File: src/rtl/tick_burst_sequencer_pkg.sv
// Shared definitions for the tick burst sequencer slice.
//   state_t          : sequencer state encoding (3 bits)
//   CNT_W_DEFAULT    : default counter / length width
//   TICK_PERIOD      : clock cycles between upstream tick_in strobes (bench use)
package tick_pkg;

  localparam int unsigned CNT_W_DEFAULT = 8;
  localparam int unsigned TICK_PERIOD   = 5;

  typedef enum logic [2:0] {
    ST_IDLE = 3'd0,
    ST_SYNC = 3'd1,
    ST_HIGH = 3'd2,
    ST_LOW  = 3'd3,
    ST_DONE = 3'd4
  } state_t;

endpackage

File: src/rtl/tick_burst_sequencer_if.sv
// Request/status bundle between a burst requester and the tick burst sequencer.
//   start, high_len, low_len, burst_len : burst request (requester -> sequencer)
//   ready, busy, done, out, pulses_sent : status and waveform (sequencer -> requester)
//   abort / aborted                     : present only when TICK_BURST_ABORT_EN is defined
interface tick_burst_sequencer_if #(
  parameter int unsigned CNT_W = tick_pkg::CNT_W_DEFAULT
);

  logic             start;
  logic [CNT_W-1:0] high_len;
  logic [CNT_W-1:0] low_len;
  logic [CNT_W-1:0] burst_len;
  logic             ready;
  logic             busy;
  logic             done;
  logic             out;
  logic [CNT_W-1:0] pulses_sent;
`ifdef TICK_BURST_ABORT_EN
  logic             abort;
  logic             aborted;

  modport master (
    output start, high_len, low_len, burst_len, abort,
    input  ready, busy, done, out, pulses_sent, aborted
  );

  modport slave (
    input  start, high_len, low_len, burst_len, abort,
    output ready, busy, done, out, pulses_sent, aborted
  );
`else
  modport master (
    output start, high_len, low_len, burst_len,
    input  ready, busy, done, out, pulses_sent
  );

  modport slave (
    input  start, high_len, low_len, burst_len,
    output ready, busy, done, out, pulses_sent
  );
`endif

endinterface

File: src/rtl/tick_burst_sequencer_period_counter.sv
// Tick counter for one HIGH or LOW phase of the burst waveform.
//   clk, reset : clock, asynchronous active-high reset
//   load       : clear the count and capture limit (limit must be >= 1)
//   en         : one time-base tick elapsed
//   limit      : phase length in ticks
//   hit        : registered; the next enabled tick ends the phase
module tick_period_counter #(
  parameter int unsigned CNT_W = tick_pkg::CNT_W_DEFAULT
) (
  input  logic             clk,
  input  logic             reset,
  input  logic             load,
  input  logic             en,
  input  logic [CNT_W-1:0] limit,
  output logic             hit
);

  localparam logic [CNT_W-1:0] ONE = CNT_W'(1);

  logic [CNT_W-1:0] count;
  logic [CNT_W-1:0] limit_q;

  // hit is precomputed so the phase ends on the tick where count == limit-1
  always_ff @(posedge clk or posedge reset) begin
    if (reset) begin
      count   <= '0;
      limit_q <= ONE;
      hit     <= 1'b1;
    end else if (load) begin
      count   <= '0;
      limit_q <= limit;
      hit     <= (limit == ONE);
    end else if (en) begin
      if (hit) begin
        count <= '0;
        hit   <= (limit_q == ONE);
      end else begin
        count <= count + ONE;
        hit   <= ((count + ONE) == (limit_q - ONE));
      end
    end
  end

endmodule

File: src/rtl/tick_burst_sequencer.sv
// Emits a burst of pulses on `out`, timed by the upstream tick_in strobe.
// Each pulse is high_len ticks high then low_len ticks low (0 treated as 1);
// burst_len pulses per request (0 = empty burst, done only).
//   clk, reset : clock, asynchronous active-high reset
//   tick_in    : 1-cycle time-base strobe
//   bus        : request/status bundle (slave side)
// Optional feature macro: TICK_BURST_ABORT_EN adds bus.abort / bus.aborted.
module tick_burst_sequencer
  import tick_pkg::*;
#(
  parameter int unsigned CNT_W = CNT_W_DEFAULT
) (
  input  logic                   clk,
  input  logic                   reset,
  input  logic                   tick_in,
  tick_burst_sequencer_if.slave  bus
);

  localparam logic [CNT_W-1:0] ONE = CNT_W'(1);

  state_t           state, state_nxt;
  logic [CNT_W-1:0] high_q, high_nxt;
  logic [CNT_W-1:0] low_q, low_nxt;
  logic [CNT_W-1:0] burst_q, burst_nxt;
  logic [CNT_W-1:0] pulses_nxt;
  logic [CNT_W-1:0] pulses_inc;
  logic             out_nxt;
  logic             cnt_load;
  logic             cnt_en;
  logic [CNT_W-1:0] cnt_limit;
  logic             cnt_hit;
`ifdef TICK_BURST_ABORT_EN
  logic             aborted_nxt;
`endif

  tick_period_counter #(.CNT_W(CNT_W)) u_period (
    .clk   (clk),
    .reset (reset),
    .load  (cnt_load),
    .en    (cnt_en),
    .limit (cnt_limit),
    .hit   (cnt_hit)
  );

  // State, latched lengths and registered outputs
  always_ff @(posedge clk or posedge reset) begin
    if (reset) begin
      state           <= ST_IDLE;
      high_q          <= ONE;
      low_q           <= ONE;
      burst_q         <= '0;
      bus.out         <= 1'b0;
      bus.done        <= 1'b0;
      bus.busy        <= 1'b0;
      bus.ready       <= 1'b1;
      bus.pulses_sent <= '0;
`ifdef TICK_BURST_ABORT_EN
      bus.aborted     <= 1'b0;
`endif
    end else begin
      state           <= state_nxt;
      high_q          <= high_nxt;
      low_q           <= low_nxt;
      burst_q         <= burst_nxt;
      bus.out         <= out_nxt;
      bus.done        <= (state_nxt == ST_DONE);
      bus.busy        <= (state_nxt == ST_SYNC) || (state_nxt == ST_HIGH) ||
                         (state_nxt == ST_LOW);
      bus.ready       <= (state_nxt == ST_IDLE);
      bus.pulses_sent <= pulses_nxt;
`ifdef TICK_BURST_ABORT_EN
      bus.aborted     <= aborted_nxt;
`endif
    end
  end

  // Next state, next outputs and phase counter control
  always_comb begin
    state_nxt  = state;
    high_nxt   = high_q;
    low_nxt    = low_q;
    burst_nxt  = burst_q;
    pulses_nxt = bus.pulses_sent;
    pulses_inc = bus.pulses_sent + ONE;
    out_nxt    = bus.out;
    cnt_load   = 1'b0;
    cnt_en     = 1'b0;
    cnt_limit  = high_q;
`ifdef TICK_BURST_ABORT_EN
    aborted_nxt = bus.aborted;
`endif

    unique case (state)
      ST_IDLE: begin
        if (bus.start) begin
          high_nxt   = (bus.high_len == '0) ? ONE : bus.high_len;
          low_nxt    = (bus.low_len  == '0) ? ONE : bus.low_len;
          burst_nxt  = bus.burst_len;
          pulses_nxt = '0;
`ifdef TICK_BURST_ABORT_EN
          aborted_nxt = 1'b0;
`endif
          state_nxt  = (bus.burst_len == '0) ? ST_DONE : ST_SYNC;
        end
      end
      ST_SYNC: begin
        // accept cycle is spent in IDLE, so its tick never reaches here
        if (tick_in) begin
          state_nxt = ST_HIGH;
          out_nxt   = 1'b1;
          cnt_load  = 1'b1;
          cnt_limit = high_q;
        end
      end
      ST_HIGH: begin
        if (tick_in) begin
          if (cnt_hit) begin
            out_nxt    = 1'b0;
            pulses_nxt = pulses_inc;
            if (pulses_inc == burst_q) begin
              state_nxt = ST_DONE;
            end else begin
              state_nxt = ST_LOW;
              cnt_load  = 1'b1;
              cnt_limit = low_q;
            end
          end else begin
            cnt_en = 1'b1;
          end
        end
      end
      ST_LOW: begin
        if (tick_in) begin
          if (cnt_hit) begin
            state_nxt = ST_HIGH;
            out_nxt   = 1'b1;
            cnt_load  = 1'b1;
            cnt_limit = high_q;
          end else begin
            cnt_en = 1'b1;
          end
        end
      end
      ST_DONE: begin
        state_nxt = ST_IDLE;
      end
      default: begin
        state_nxt = ST_IDLE;
        out_nxt   = 1'b0;
      end
    endcase

`ifdef TICK_BURST_ABORT_EN
    // abort wins over a coincident tick; the interrupted pulse is not counted
    if (bus.abort && ((state == ST_SYNC) || (state == ST_HIGH) || (state == ST_LOW))) begin
      state_nxt   = ST_DONE;
      out_nxt     = 1'b0;
      pulses_nxt  = bus.pulses_sent;
      aborted_nxt = 1'b1;
      cnt_load    = 1'b0;
      cnt_en      = 1'b0;
    end
`endif
  end

endmodule
File: src/flat_wrapper.sv
// flat-port wrapper written by rule: the top's interface ports become plain ports
module tick_burst_sequencer_flat import tick_pkg::*;
#(
  parameter int unsigned CNT_W = CNT_W_DEFAULT
)
  (clk, reset, tick_in, bus_start, bus_high_len, bus_low_len, bus_burst_len, bus_ready, bus_busy, bus_done, bus_out, bus_pulses_sent);
  tick_burst_sequencer_if #(.CNT_W(CNT_W)) bus_i ();
  input  logic clk;
  input  logic reset;
  input  logic tick_in;
  input wire logic [$bits(bus_i.start)-1:0] bus_start;
  input wire logic [$bits(bus_i.high_len)-1:0] bus_high_len;
  input wire logic [$bits(bus_i.low_len)-1:0] bus_low_len;
  input wire logic [$bits(bus_i.burst_len)-1:0] bus_burst_len;
  output wire logic [$bits(bus_i.ready)-1:0] bus_ready;
  output wire logic [$bits(bus_i.busy)-1:0] bus_busy;
  output wire logic [$bits(bus_i.done)-1:0] bus_done;
  output wire logic [$bits(bus_i.out)-1:0] bus_out;
  output wire logic [$bits(bus_i.pulses_sent)-1:0] bus_pulses_sent;
  assign bus_i.start = bus_start;
  assign bus_i.high_len = bus_high_len;
  assign bus_i.low_len = bus_low_len;
  assign bus_i.burst_len = bus_burst_len;
  assign bus_ready = bus_i.ready;
  assign bus_busy = bus_i.busy;
  assign bus_done = bus_i.done;
  assign bus_out = bus_i.out;
  assign bus_pulses_sent = bus_i.pulses_sent;
  tick_burst_sequencer #(.CNT_W(CNT_W)) u_core (.clk(clk), .reset(reset), .tick_in(tick_in), .bus(bus_i));
endmodule
File: config.mk
export PLATFORM = sky130hd
export DESIGN_NAME = tick_burst_sequencer_flat
export DESIGN_NICKNAME = d
export VERILOG_FILES = /design/src/rtl/tick_burst_sequencer_pkg.sv /design/src/rtl/tick_burst_sequencer_if.sv /design/src/rtl/tick_burst_sequencer_period_counter.sv /design/src/rtl/tick_burst_sequencer.sv /design/src/flat_wrapper.sv
export SDC_FILE = /design/constraint.sdc
export NUM_CORES = 1
export LEC_CHECK = 0
export CORE_MARGIN = 4
export CORE_UTILIZATION = 45
export DETAILED_ROUTE_END_ITERATION = 7
export PLACE_DENSITY = 0.71
export SYNTH_ARGS = -nofsm -noshare
export SYNTH_HDL_FRONTEND = slang
export SYNTH_HIERARCHICAL = 1
export SYNTH_SLANG_ARGS = --single-unit
File: constraint.sdc
create_clock -name clk -period 5.7 [get_ports clk]
set_input_delay 0.855 -clock clk [delete_from_list [all_inputs] [get_ports clk]]
set_output_delay 0.855 -clock clk [all_outputs]
set_load 0.05 [all_outputs]
==> reports/metrics.cfg <==
[routing]
wl_per_cell_um=14.4
num_vias=2655
final_antenna_net_count=0
first_iter_violations=110
via_per_inst=5.37
drt-total-wl_um=7120
firstDrtPassIters=4
post-route-drc-count=0

[power]
ir_drop_v=0.000222
leakage_nw=1.64
switching_share=0.411
p_clk_frac=0.151
powerDensity_mw_per_mm2=479
netSwitchingPower_w=0.000756
p_comb_frac=0.453
seqPwrFrac=0.396
intPower_w=0.00108

[finish]
final_cell_mix=103 x nand2_1, 51 x dfrtp_1, 39 x clkdlybuf4s50_1, 22 x nor2_1, 18 x xnor2_1
final_common_cell=nand2_1
layout-drive-gt1-share=0.103
multi_input_area_mm2=0.00174
area_growth_pct=17.2
fill_cells=646
nets=429
diodes=0
fin_util=0.553
final-seq-area_mm2=0.00141

[sta]
min_period_ps=3220
timing.setup.tns_ps=0
finalHoldViolations=0
drv_slew=0
grt_setup_unrepaired=no
period_share=0.564
fmax_ghz=0.311
max_slew_margin=0.542
worst_slew_pin_slew_ps=686
clock_skew_ps=7.71
finalSetupViolCount=0

[clocking]
insertion_delay_ps=300
cts_made_buffers=5
cts_root_buffer=clkbuf_8
ctsResizeCount=0
path_clk_slew_ps=100
postCtsSetupBuffers=0
clock_sinks=56
htree_levels=2
cts_tree=done
cts-hold-fix-buffers=0
clock_path_buffers=2

[yosys]
seq_area_frac_synth=0.429
netlist_instances=366
yosys_warnings=6
async_reset_ff_frac=1.00
yosysTopAreaCell=dfrtp_1
syn_nets=398
avgSynthCellArea_um2=8.96
synth_cell_types=57
dominantRegCellSynth=dfrtp_1
synth_top_area_share=0.389
synth-edff-count=0
ys_ff_latch=56
ys_top_cells_by_area=dfrtp_1 39%, nand2_1 12%, xnor2_1 4.8%
netlist_area_mm2=0.00328

[die]
die_area_mm2=0.00871
die_w_um=93.4
die-height_um=93.4
fp-row-count=30
initial_core_util=0.472
core-area_mm2=0.00694
num_io_pins=40

[grt]
overflow=0
grt_pass1_vias=2554
grtUsageTotal=0.170
grt_pass1_wl_um=12200
antenna_found_initial=0
grt_start_max_net_pins=40

[placed_design]
hpwl_um=5220
port_buffers=39
gp_congestion=0.901

[setup_path]
path_class=flop to flop
critPathMaxFanout=14
worstPathArrival_ps=3470
crit_path_start_kind=flop
endpoint_kind=flop
required_ps=5950

[job]
cap_violations=0

[outcome]
status=complete, no violations

[hold_path]
hp-class=flop to flop

## area by class of cell
cell class / count / area share
inverters: 7 / 0.00684
repair buffers: 43 / 0.109
clock inverters: 1 / 0.00782
clock buffers: 7 / 0.0251
multi-input cells: 284 / 0.453
flip-flops and latches: 56 / 0.366
well taps: 96 / 0.0313
## cell families (layout without fill, tap and decap cells)
group                    after synthesis  in the layout  share of synthesized area
multiplexers                           9              9                     0.0302
AND/OR/NAND/NOR                      185            185                      0.271
XOR/XNOR                              30             30                     0.0824
AO/OA/AOI/OAI                         56             56                      0.129
adder cells (fa/ha/maj)                4              4                     0.0153
flip-flops                            56             56                      0.429
buffers and inverters                 26             58                     0.0424
## routing by layer
metal | vias to the layer above | global-route usage | part of all wire
li1 | 1323 | - | -
met1 | 1268 | 0.236 | 0.48
met2 | 62 | 0.286 | 0.47
met3 | 2 | 0.0282 | 0.049
met4 | 0 | 0.0220 | 0.0045
met5 | - | 0 | 0
## critical path, stage by stage, from the launching register on
cell      delay [ps]
dfrtp_1          630
and3_1           350
a31oi_2          140
nor4b_4          440
and4_1           670
o221ai_2         200
nor4_1           320
nand4_1          150
o41ai_1           90
o31a_1           170
## worst paths after layout
check,startpoint,end,slack (ps),cells after the start
max,u_core/bus.pulses_sent[2],u_core/u_period/hit,2480,9
min in group asynchronous,reset,u_core/u_period/count[2],970,2
min reg2reg,u_core/low_q[5],u_core/low_q[5],490,2
min,u_core/low_q[5],u_core/low_q[5],490,2
max reg2reg,u_core/bus.pulses_sent[2],u_core/u_period/hit,2480,9
max in group asynchronous,reset,u_core/u_period/count[7],4280,2
## power by group through the flow
stage / combinational (W) / sequential [W] / clock, W
2_1_floorplan: 0.000643 / 0.000723 / 0
3_3_place_gp: 0.000814 / 0.000732 / 0
3_5_place_dp: 0.000830 / 0.000736 / 0
4_1_cts: 0.000836 / 0.000728 / 0.000286
5_1_grt: 0.000925 / 0.000754 / 0.000305
6_report: 0.000833 / 0.000728 / 0.000277
## synthesized netlist by cell type, drive strengths merged, types with 5 or more instances
master	instances
nand3	15
xor2	11
xnor2	19
buf	9
dfstp	5
nor3	10
inv	6
nor4	6
nor2	22
o21ai	20
nand2	103
a21oi	7
o221ai	8
clkbuf	10
dfrtp	51
a22oi	5
mux2	7
## state kept, by name, summed over array words and instances, names as in the netlist
| register | count |
|---|---|
| u_core/bus.pulses_sent | 8 |
| u_core/state | 3 |
| u_core/u_period/count | 8 |
| u_core/u_period/limit_q | 8 |
| u_core/low_q | 8 |
| u_core/bus.out | 1 |
| u_core/bus.ready | 1 |
| u_core/high_q | 8 |
| u_core/bus.done | 1 |
| u_core/burst_q | 8 |
| u_core/u_period/hit | 1 |
| u_core/bus.busy | 1 |
## per-stage QoR
stage	instances	hold slack, ps	setup WS (ps)	total power [W]	area (um^2)
3_5_place_dp	486	465	2450	0.00157	3710
2_1_floorplan	366	446	2660	0.00137	3280
3_3_place_gp	486	460	2510	0.00155	3710
6_report	494	487	2480	0.00184	3840
5_1_grt	494	515	2160	0.00198	3840
4_1_cts	494	489	2500	0.00185	3840
(Power assumes the default switching activity.)
